==> src/rtl/sa_ctrl.sv <==
// sa_ctrl: job sequencer for an output-stationary systolic array (clear, feed, acc_en wavefront, row drain)
module sa_ctrl #(
  parameter int ROWS      = 4,
  parameter int COLS      = 4,
  parameter int K_WIDTH   = 16,
  parameter int FETCH_LAT = 1
) (
  input  logic                    clk,
  input  logic                    rst,
  input  logic                    start_i,
  input  logic [K_WIDTH-1:0]      k_len_i,
  output logic                    busy_o,
  output logic                    clear_o,
  output logic                    feed_valid_o,
  output logic [K_WIDTH-1:0]      feed_idx_o,
  output logic [ROWS*COLS-1:0]    acc_en_o,
  output logic                    drain_valid_o,
  output logic [$clog2(ROWS)-1:0] drain_row_o,
  input  logic                    drain_ready_i,
  output logic                    done_o
);
  localparam int TW = K_WIDTH + $clog2(ROWS + COLS + FETCH_LAT) + 1;
  localparam int RW = $clog2(ROWS);
  typedef enum logic [2:0] {IDLE, CLEAR, COMPUTE, DRAIN, DONE} state_t;
  state_t state, state_n;
  logic [TW-1:0] t, t_last;
  logic [K_WIDTH-1:0] k_lat;
  logic [RW-1:0] row;
  logic feeding;
  assign t_last = TW'(k_lat) + TW'(FETCH_LAT + ROWS + COLS - 3);
  always_comb begin
    state_n = state;
    case (state)
      IDLE:    state_n = (start_i && k_len_i != '0) ? CLEAR : IDLE;
      CLEAR:   state_n = COMPUTE;
      COMPUTE: state_n = (t == t_last) ? DRAIN : COMPUTE;
      DRAIN:   state_n = (drain_ready_i && row == RW'(ROWS - 1)) ? DONE : DRAIN;
      DONE:    state_n = IDLE;
      default: state_n = IDLE;
    endcase
  end
  always_ff @(posedge clk) begin
    if (rst) begin
      state <= IDLE;
      t     <= '0;
      k_lat <= '0;
      row   <= '0;
    end else begin
      state <= state_n;
      t     <= (state == COMPUTE) ? t + 1'b1 : '0;
      if (state == IDLE && state_n == CLEAR) k_lat <= k_len_i;
      if (state == DRAIN && drain_ready_i) row <= (row == RW'(ROWS - 1)) ? '0 : row + 1'b1;
    end
  end
  assign feeding       = state == COMPUTE && t < TW'(k_lat);
  assign busy_o        = state != IDLE;
  assign clear_o       = state == CLEAR;
  assign feed_valid_o  = feeding;
  assign feed_idx_o    = feeding ? t[K_WIDTH-1:0] : '0;
  assign drain_valid_o = state == DRAIN;
  assign drain_row_o   = row;
  assign done_o        = state == DONE;
  for (genvar r = 0; r < ROWS; r++) begin : g_row
    for (genvar c = 0; c < COLS; c++) begin : g_col
      localparam int OFF = FETCH_LAT + r + c;
      assign acc_en_o[r*COLS+c] = state == COMPUTE && t >= TW'(OFF) && (t - TW'(OFF)) < TW'(k_lat);
    end
  end
endmodule

==> config.mk <==
export PLATFORM = sky130hd
export DESIGN_NAME = sa_ctrl
export DESIGN_NICKNAME = d
export VERILOG_FILES = /design/src/rtl/sa_ctrl.sv
export SDC_FILE = /design/constraint.sdc
export NUM_CORES = 1
export LEC_CHECK = 0
export ABC_AREA = 1
export BUFFER_PORTS_ARGS = -buffer_cell sky130_fd_sc_hd__buf_4
export CAP_MARGIN = 20
export CORE_ASPECT_RATIO = 0.8
export CORE_MARGIN = 1.5
export CORE_UTILIZATION = 52
export CTS_CLUSTER_SIZE = 40
export DETAILED_ROUTE_END_ITERATION = 10
export PLACE_DENSITY = 0.71
export SYNTH_ARGS = -nofsm -noshare
export SYNTH_HDL_FRONTEND = slang
export SYNTH_SLANG_ARGS = --single-unit
==> constraint.sdc <==
create_clock -name clk -period 3.2 [get_ports clk]
set_input_delay 0.16 -clock clk [delete_from_list [all_inputs] [get_ports clk]]
set_output_delay 0.16 -clock clk [all_outputs]
set_load 0.02 [all_outputs]
==> results.md <==
* Status: finished clean
* Core area at approximately 14000 um^2
* Number of global-route vias before repair at around 7.7k
* Tmin final at roughly 3100 ps
* Global-route wire length before repair at 45.76 mm
* Leakage at roughly 4.8 nW
* # port buffers at between 50 and 60
* Yosys cell types at 43
* Post-place instance area at ~8700 um^2
* Worst Tran Pin Value at ~850 ps
* Clock Tree Buf Depth at 2
* WL final at roughly 31 mm
* Root buffer cell: clkbuf_16
* Drt first pass iters at 5
* Initial antenna violation count at 1
* Period Utilization, post-route at 0.9806
* Place WS at approximately 190 ps
* Critical path data required time at slightly above 3000 ps
* Largest net degree at the start of global routing at 23
* Routed Antenna Nets at 0
* Final worst slack at ~62 ps
* Worst Setup End Kind: primary output
* Clock skew at roughly 11 ps
* Setup Crit Path Kind: register to primary output
* Peak VDD IR at between 0.0002 and 0.00025 V
* Cells after Synth at ~1.2k
* Row count at 39
* WL/cell at 20.55 um
* Max Clk Rate at 318.7 MHz
* DP HPWL at approximately 25 mm
* Worst path arrival time at 2980 ps
* Num CTS Buffers at 5
* Area Overhead vs Synth at 25.39%
* Syn Nets at 1344
* Clk_lat worst skew at 310 ps
* Max FO, Critical Path at 9
* Max Cap Viol at 0
* Detailed Route Iter0 Violations at around 1.2k
* Power per cell area at roughly 200 nW/um^2
* Placed Cells at between 1k and 1.5k
* Avg Synthesized Cell Area at between 6 and 7 um^2
* Util after Layout at 0.6670
* Unrepaired setup endpoints after global routing: yes
* Clock-pin slew on the worst setup and hold paths at 80 ps
* DR vias at between 8k and 9k
* CP startpoint kind: register
* IO Count at 59
* Finished layout cell area at about 9500 um^2
* Syn Std Cell Area at between 7000 and 8000 um^2
* Antenna diode instance count at 0
* Seq/Total Area, Yosys at 0.1109
* RD Place Congestion at ~1.1
* Die height at 111.0 um
* Total track usage at 0.4054
* Type of the worst min-delay path: primary input to register
* CTS tree: done
* Via density at 5.760
* Relative slew margins at 0.4311
* Hold Fails Final Rpt at 0
* Synth Register Bits at 42
* Initial Util at 0.5320
* Grt total ovfl at 0
* Setup-failing EPs final at 0
* Max-slew violations at 0
* Share of cells above drive strength 1 at 0.2349
* Fin nets at ~1.5k
* CTS H-Tree Depth at 2
* DRC at 0
* Synth warn at 0
* Clock sink count at 42
* Post-Layout Cell Count at 1525
* Die ar. at approximately 15000 um^2
* Die width at ~140 um
==> critical path, stage by stage (launching register included) <==
cell     delay, ps
dfxtp_4        400
inv_4           60
buf_4          150
ha_1           340
nor2_1          60
o21ai_0        190
nand2_1        100
o21ai_2        220
inv_1           70
o21ai_0        250
nand2_1        180
nand2_1         90
nand2_1         70
buf_4          200
nor2_1         130
buf_4          160
==> Yosys cell counts, drive strengths merged <==
cell type,n,share of area
nand2,272,0.14
nor2,162,0.092
inv,133,0.067
ha,132,0.22
a21oi,100,0.066
xor2,100,0.12
o21ai,63,0.042
nand3,61,0.042
dfxtp,42,0.11
buf,24,0.021
nor3,21,0.015
nand4,18,0.015
clkbuf,13,0.0066
xnor2,8,0.0092
o221ai,7,0.0081
a211oi,6,0.0059
clkinv,5,0.0028
nor4,5,0.0041
a21boi,4,0.0040
nand3b,4,0.0040
or2,3,0.0031
nor3b,2,0.0020
a2111oi,1,0.0020
a21o,1,0.00099
nand2b,1,0.00083
o2111a,1,0.0015
o211ai,1,0.00099
o31ai,1,0.00099
or3,1,0.00083
==> what timing repair did <==
item,CTS,global route
cloned,0,1
endpoints found under the setup margin,33,33
hold buffers,0,0
resized for setup,25,106
setup buffers,6,31
pin swaps,3,40
==> cell usage in the layout, fill, tap and decap left out, types with 4 or more instances in the layout <==
cell	n
a211oi_1	6
a21oi_1	91
a21oi_2	9
buf_4	166
buf_6	8
clkbuf_16	6
dfxtp_1	32
dfxtp_2	4
dfxtp_4	6
ha_1	127
inv_1	109
inv_2	19
nand2_1	252
nand2_2	16
nand2_4	4
nand3_1	56
nand3_2	5
nand3b_1	4
nand4_1	18
nor2_1	122
nor2_2	21
nor2_4	18
nor3_1	16
nor3_2	5
nor4_1	5
o21ai_0	53
o21ai_1	9
o221ai_1	6
xnor2_1	8
xor2_1	97
==> through the flow <==
stage	total power, mW	TNS (ps)	hold WS (ps)
5_1_grt	2.010	-608.8	95.52
2_1_floorplan	1.020	0	229.1
6_report	1.903	0	85.75
3_3_place_gp	1.271	0	399.4
4_1_cts	1.863	0	86.51
3_5_place_dp	1.277	0	405.6
==> registers in the layout (all words and copies together) (netlist names) <==
signal / flops
k_lat: 16
t: 21
state: 3
drain_row_o: 2
==> area by class of cell <==
cell class	instances	area [um^2]
sequential	42	868.3
timing repair buffer	178	1421
fill	1387	4745
inverter	138	541.8
clock buffer	5	125.1
multi-input combinational	975	6290
clock inverter	3	27.53
tap	184	230.2
==> logic make-up after synthesis <==
family / Yosys count / share of synthesized area
and+or+nand+nor: 550 / 0.3168
buffers and inverters: 175 / 0.09756
DFF: 42 / 0.1109
adders and majority gates: 132 / 0.2179
AOI/OAI and AO/OA: 185 / 0.1321
xor gates and xnor gates: 108 / 0.1248
==> path summary, 6_finish.rpt <==
check,start,end,slack (ps),cells after the start
max reg2reg,t[2]$_SDFF_PP0_,t[19]$_SDFF_PP0_,730,14
max,t[2]$_SDFF_PP0_,feed_idx_o[9],60,15
min,rst,drain_row_o[1]$_SDFFE_PP0P_,90,2
min reg2reg,t[0]$_SDFF_PP0_,t[0]$_SDFF_PP0_,470,1
==> power by group <==
group          total, mW  internal [mW]  switching [mW]
logic              0.736          0.273           0.463
registers          0.572          0.543          0.0290
clock network      0.594          0.300           0.295
total               1.90           1.12           0.787
==> routing by layer <==
layer,vias up,wire (um),track usage
met4,2,1015,0.1250
met1,3988,13810,0.5931
met3,69,3889,0.1056
li1,4203,-,-
met2,522,12600,0.5721
met5,-,17,0
(Power assumes the default switching activity.)
